File: src/rtl/seg7_pkg.sv
// Shared constants, segment table and payload types for the 7-segment scan driver.
package seg7_pkg;

  localparam int unsigned SEG_W      = 7;
  localparam int unsigned EN_W       = 8;
  localparam int unsigned NIB_W      = 4;
  localparam int unsigned NUM_DIGITS = 8;
  localparam int unsigned IDX_W      = 3;
  localparam int unsigned DIGITS_W   = NUM_DIGITS * NIB_W;

  localparam logic [SEG_W-1:0] SEG_OFF = 7'h7F;
  localparam logic [EN_W-1:0]  EN_OFF  = 8'hFF;

  // Active-high {g,f,e,d,c,b,a}; entry 0 sits in the least significant slice.
  localparam logic [15:0][SEG_W-1:0] HEX_SEG_TABLE = {
    7'h71, 7'h79, 7'h5E, 7'h39, 7'h7C, 7'h77, 7'h6F, 7'h7F,
    7'h07, 7'h7D, 7'h6D, 7'h66, 7'h4F, 7'h5B, 7'h06, 7'h3F
  };

  typedef struct packed {
    logic [DIGITS_W-1:0]   digits;
    logic [NUM_DIGITS-1:0] mask;
  } frame_t;

  function automatic logic [SEG_W-1:0] hex2seg(input logic [NIB_W-1:0] nib);
    return HEX_SEG_TABLE[nib];
  endfunction

endpackage

File: src/rtl/seg7_scan_driver_if.sv
// Load/display bus between the score formatter and the 7-segment scan driver.
interface seg7_scan_driver_if;
  import seg7_pkg::*;

  logic                  load;
  logic [DIGITS_W-1:0]   digits_in;
  logic [NUM_DIGITS-1:0] mask_in;
  logic [SEG_W-1:0]      out;
  logic [EN_W-1:0]       en_out;
  logic                  frame_tick;

  modport master (
    output load, digits_in, mask_in,
    input  out, en_out, frame_tick
  );

  modport slave (
    input  load, digits_in, mask_in,
    output out, en_out, frame_tick
  );

endinterface

File: src/rtl/hex_to_seg7.sv
// Combinational hex nibble to active-low segment decoder.
module hex_to_seg7
  import seg7_pkg::*;
(
  input  logic [NIB_W-1:0] nib,
  output logic [SEG_W-1:0] seg_c
);

  always_comb begin
    seg_c = ~hex2seg(nib);
  end

endmodule

File: src/rtl/seg7_scan_driver.sv
// Time-multiplexes eight hex digits onto a shared active-low 7-segment bus,
// with per-slot blanking and a frame-synchronous double buffer.
module seg7_scan_driver
  import seg7_pkg::*;
#(
  parameter int unsigned REFRESH_DIV  = 100000,
  parameter int unsigned BLANK_CYCLES = 16
) (
  input  logic               Clk,
  input  logic               Rst,
  seg7_scan_driver_if.slave  bus
);

  localparam int unsigned CNT_W = $clog2(REFRESH_DIV);
  localparam logic [CNT_W-1:0] CNT_LAST = CNT_W'(REFRESH_DIV - 1);
  localparam logic [IDX_W-1:0] IDX_LAST = IDX_W'(NUM_DIGITS - 1);

  logic [CNT_W-1:0] cnt;
  logic [IDX_W-1:0] idx;
  frame_t           active_q;
  frame_t           pend_q;
  logic             pend_valid;

  logic             slot_end_c;
  logic             frame_end_c;
  logic             in_blank_c;
  logic             blank_c;
  logic [NIB_W-1:0] nib_c;
  logic [SEG_W-1:0] seg_c;
  frame_t           load_frame_c;

  always_comb begin
    slot_end_c   = (cnt == CNT_LAST);
    frame_end_c  = slot_end_c && (idx == IDX_LAST);
    load_frame_c = '{digits: bus.digits_in, mask: bus.mask_in};
  end

  // Blank window at the head of each slot; a zero-length window is never active.
  if (BLANK_CYCLES == 0) begin : g_no_blank
    always_comb in_blank_c = 1'b0;
  end else begin : g_blank
    always_comb in_blank_c = (cnt < CNT_W'(BLANK_CYCLES));
  end

  always_comb begin
    blank_c = in_blank_c || !active_q.mask[idx];
    nib_c   = active_q.digits[{idx, 2'b00} +: NIB_W];
  end

  hex_to_seg7 u_dec (
    .nib   (nib_c),
    .seg_c (seg_c)
  );

  // Scan counters
  always_ff @(posedge Clk) begin
    if (Rst) begin
      cnt <= '0;
      idx <= '0;
    end else if (slot_end_c) begin
      cnt <= '0;
      idx <= idx + IDX_W'(1);
    end else begin
      cnt <= cnt + CNT_W'(1);
    end
  end

  // Registered display outputs, one cycle behind the scan position
  always_ff @(posedge Clk) begin
    if (Rst) begin
      bus.out        <= SEG_OFF;
      bus.en_out     <= EN_OFF;
      bus.frame_tick <= 1'b0;
    end else begin
      bus.out        <= blank_c ? SEG_OFF : seg_c;
      bus.en_out     <= blank_c ? EN_OFF : ~(EN_W'(1) << idx);
      bus.frame_tick <= frame_end_c;
    end
  end

  // Double buffer: a load on the frame-end cycle goes straight to the active copy.
  always_ff @(posedge Clk) begin
    if (Rst) begin
      active_q   <= '0;
      pend_q     <= '0;
      pend_valid <= 1'b0;
    end else if (frame_end_c) begin
      if (bus.load) begin
        active_q <= load_frame_c;
      end else if (pend_valid) begin
        active_q <= pend_q;
      end
      pend_valid <= 1'b0;
    end else if (bus.load) begin
      pend_q     <= load_frame_c;
      pend_valid <= 1'b1;
    end
  end

endmodule

File: src/flat_wrapper.sv
// flat-port wrapper written by rule: the top's interface ports become plain ports
module seg7_scan_driver_flat import seg7_pkg::*;
#(
  parameter int unsigned REFRESH_DIV  = 100000,
  parameter int unsigned BLANK_CYCLES = 16
)
  (Clk, Rst, bus_load, bus_digits_in, bus_mask_in, bus_out, bus_en_out, bus_frame_tick);
  seg7_scan_driver_if bus_i ();
  input  logic Clk;
  input  logic Rst;
  input wire logic [$bits(bus_i.load)-1:0] bus_load;
  input wire logic [$bits(bus_i.digits_in)-1:0] bus_digits_in;
  input wire logic [$bits(bus_i.mask_in)-1:0] bus_mask_in;
  output wire logic [$bits(bus_i.out)-1:0] bus_out;
  output wire logic [$bits(bus_i.en_out)-1:0] bus_en_out;
  output wire logic [$bits(bus_i.frame_tick)-1:0] bus_frame_tick;
  assign bus_i.load = bus_load;
  assign bus_i.digits_in = bus_digits_in;
  assign bus_i.mask_in = bus_mask_in;
  assign bus_out = bus_i.out;
  assign bus_en_out = bus_i.en_out;
  assign bus_frame_tick = bus_i.frame_tick;
  seg7_scan_driver #(.REFRESH_DIV(REFRESH_DIV), .BLANK_CYCLES(BLANK_CYCLES)) u_core (.Clk(Clk), .Rst(Rst), .bus(bus_i));
endmodule
File: config.mk
export PLATFORM = sky130hd
export DESIGN_NAME = seg7_scan_driver_flat
export DESIGN_NICKNAME = d
export VERILOG_FILES = /design/src/rtl/seg7_pkg.sv /design/src/rtl/seg7_scan_driver_if.sv /design/src/rtl/hex_to_seg7.sv /design/src/rtl/seg7_scan_driver.sv /design/src/flat_wrapper.sv
export SDC_FILE = /design/constraint.sdc
export NUM_CORES = 1
export LEC_CHECK = 0
export ABC_AREA = 1
export ABC_CLOCK_PERIOD_IN_PS = 2250
export BUFFER_PORTS_ARGS = -buffer_cell sky130_fd_sc_hd__clkbuf_2
export CAP_MARGIN = 40
export CORE_MARGIN = 4
export CORE_UTILIZATION = 40
export CTS_BUF_LIST = sky130_fd_sc_hd__clkbuf_8 sky130_fd_sc_hd__clkbuf_16
export DETAILED_ROUTE_END_ITERATION = 6
export PLACE_DENSITY_LB_ADDON = 0.08
export SYNTH_ARGS = -nofsm -noshare
export SYNTH_HDL_FRONTEND = slang
export SYNTH_SLANG_ARGS = --single-unit
File: constraint.sdc
create_clock -name Clk -period 2.25 [get_ports Clk]
set_input_delay 0.225 -clock Clk [delete_from_list [all_inputs] [get_ports Clk]]
set_output_delay 0.225 -clock Clk [all_outputs]
set_load 0.01 [all_outputs]
==> results.sh <==
export IMPL_start_util_pct=41.6
export IMPL_cap_viol_max_count=0
export IMPL_wire_per_inst_microns=11.0
export IMPL_cts_buffers=17
export IMPL_first_global_vias=4806
export IMPL_syn_inst=925
export IMPL_ioPinCount=59
export IMPL_place_congestion=0.826
export IMPL_cp_slowest_cell="dfxtp_2"
export IMPL_crit_path_max_fanout=19
export IMPL_max_stage_delay_ns=0.37
export IMPL_clockRootBuffer="clkbuf_16"
export IMPL_period_share_pct=85.6
export IMPL_relSlewSlack_pct=56.0
export IMPL_clockBufferDepth=2
export IMPL_crit_chain="inv_2, nand2_1, nand3_1, nand2_1, o21ai_1, buf_4, inv_1, ha_1, nand3_1, nand2_1, nand2_1, nand3_1"
export IMPL_synth_nets=981
export IMPL_drc=0
export IMPL_yosysWarnings=0
export IMPL_final_nets=1030
export IMPL_die_w_microns=129
export IMPL_design_power_total_uw=4880
export IMPL_irDropWorstVdd_uv=511
export IMPL_fin_crit_ns=1.93
export IMPL_endpoint_kind="register"
export IMPL_grt_max_degree=81
export IMPL_avgSynthCellArea_sq_um=6.33
export IMPL_hold_viol=0
export IMPL_synth_cell_types=31
export IMPL_drive_gt1_share_pct=11.6
export IMPL_utilization_pct=48.3
export IMPL_areaGrowthSynthToFinish_pct=16.2
export IMPL_routed_wl_microns=12800
export IMPL_drtAntennaViolNets=0
export IMPL_hold_path_class="input pin to register"
export IMPL_hpwl_microns=8890
export IMPL_fp_coreArea_sq_mm=0.0141
export IMPL_crit_arrival_ns=2.20
export IMPL_p_leak_uw=0.00351
export IMPL_rsz0062_at_grt="false"
export IMPL_critical_path_class="register to register"
export IMPL_setup_viol=0
export IMPL_dieArea_sq_mm=0.0166
export IMPL_htree_levels=4
export IMPL_io_buffer_count=58
export IMPL_tns_ns=0
export IMPL_p_per_area_mw_per_mm2=717
export IMPL_yosys_register_bits=117
export IMPL_cts_setup_buffers=0
export IMPL_grt_pass1_wl_microns=22200
export IMPL_fin_hold_ws_ns=0.0447
export IMPL_fill_cells=1503
export IMPL_start_kind="register"
export IMPL_cts_tree="built"
export IMPL_fin_ws_ns=0.324
export IMPL_worst_ep_required_time_ns=2.52
export IMPL_dpl_worst_slack_ns=0.197
export IMPL_syn_area_sq_mm=0.00586
export IMPL_diodes=0
export IMPL_die_h_microns=129
export IMPL_status="finished, final reports clean"
export IMPL_drtPass1Iterations=5
export IMPL_slew_viol_final=0
export IMPL_cts_num_sinks=117
export IMPL_grt_overflow_total=0
export IMPL_fin_skew_ns=0.0146
export IMPL_seq_area_frac_synth_pct=40.0
export IMPL_max_freq_mhz=519
export IMPL_antenna_found_initial=0
export IMPL_path_clk_slew_ns=0.05
export IMPL_drt_iter0_drc=338
export IMPL_grtUsageTotal_pct=16.5
export IMPL_cpMostUsedCell="nand2_1"
export IMPL_vias=5218
export IMPL_post_drt_via_cell_ratio=4.48
export IMPL_worstMarginPinSlew_ns=0.661
export IMPL_insertion_delay_ns=0.42
export IMPL_rows=43
cell families after synthesis:
logic type | share of synthesized area, %
AND/OR/NAND/NOR | 40.0
buffers and inverters | 11.5
flip-flops | 40.0
AO/OA/AOI/OAI | 5.21
adder cells (fa/ha/maj) | 2.78
XOR/XNOR | 0.598
synthesized netlist by cell type:
library cell,n,area share [%]
a21oi_1,14,1.2
and3_1,1,0.11
buf_1,5,0.32
buf_2,10,0.85
buf_4,5,0.64
buf_6,8,1.5
clkbuf_1,14,0.90
clkbuf_2,1,0.085
clkinv_1,1,0.064
clkinv_2,1,0.085
dfxtp_1,117,40
ha_1,13,2.8
inv_1,105,6.7
inv_2,4,0.26
nand2_1,309,20
nand2_2,3,0.32
nand2_4,2,0.38
nand3_1,56,4.8
nand3_4,1,0.30
nand3b_1,2,0.26
nand4_1,6,0.64
nand4_4,1,0.36
nor2_1,184,12
nor2_2,1,0.11
nor2_8,1,0.34
nor3_1,8,0.68
o21ai_0,46,3.9
o21ai_1,1,0.085
or2_2,1,0.11
xnor2_1,3,0.45
xor2_1,1,0.15
placed cells by master, fill, tap and decap left out, types with 2 or more instances in the layout:
master,instances
nand4_1,6
inv_2,5
buf_12,3
dfxtp_1,116
nand2_2,3
buf_4,11
a21oi_1,14
ha_1,13
clkbuf_16,17
clkbuf_8,3
clkinv_2,5
nor2_1,184
inv_1,110
nand2_4,2
xnor2_1,3
nand2_1,309
nand3b_1,2
o21ai_0,46
nor3_1,8
nand3_1,56
clkbuf_2,58
metrics by stage:
step	cells	instance area (sq um)
after floorplan	925	5860
after global placement	1134	6260
after detailed placement	1134	6260
after CTS	1165	6810
after global routing	1165	6810
final	1165	6810
repair_timing:
item                       4_1_cts  5_1_grt
setup endpoints to repair        0        2
hold buffers                     1        0
resized for setup                0        1
hold endpoints to repair         1        0
layout make-up:
| cell class | instances | area, sq um | area share, % |
|---|---|---|---|
| multi-input cells | 654 | 2850 | 41.8 |
| clock inverters | 10 | 68.8 | 1.01 |
| well taps | 180 | 225 | 3.31 |
| repair buffers | 73 | 443 | 6.50 |
| flip-flops and latches | 117 | 2340 | 34.4 |
| inverters | 111 | 418 | 6.14 |
| clock buffers | 20 | 467 | 6.85 |
routing by layer:
metal  wire [microns]  track usage [%]
met5                0                0
met4              183             5.87
met3              635             4.49
met2             5660             26.1
met1             6350             21.8
path summary, 6_finish.rpt:
path                              startpoint                        endpoint  slack (ns)  cells after the start
setup / recovery  u_core.idx[0]$_SDFFE_PP0P_    u_core.bus.out[5]$_SDFF_PP1_        0.32                     12
hold / removal              bus_digits_in[3]  u_core.pend_q[11]$_SDFFE_PP0P_        0.04                      3
setup reg to reg  u_core.idx[0]$_SDFFE_PP0P_    u_core.bus.out[5]$_SDFF_PP1_        0.32                     12
hold reg to reg     u_core.cnt[0]$_SDFF_PP0_        u_core.cnt[0]$_SDFF_PP0_        0.45                      1
state kept, by name, summed over array words and instances (netlist names):
register / cells
u_core.cnt: 17
u_core.pend_valid: 1
u_core.active_q: 40
u_core.idx: 3
u_core.bus.frame_tick: 1
u_core.bus.en_out: 8
u_core.pend_q: 40
u_core.bus.out: 7
power by group:
part | internal (uW) | total [uW] | switching, uW
registers | 2130 | 2140 | 13.6
logic | 109 | 292 | 183
clock network | 1560 | 2440 | 887
critical path, delay by kind of cell, from the launching register on:
| kind | cells | cell delay (ns) |
|---|---|---|
| compound gates | 1 | 0.12 |
| fa+ha+maj | 1 | 0.20 |
| buf+inv | 3 | 0.52 |
| flops | 1 | 0.37 |
| simple gates | 7 | 0.58 |
Power figures use the tool's default switching activity.
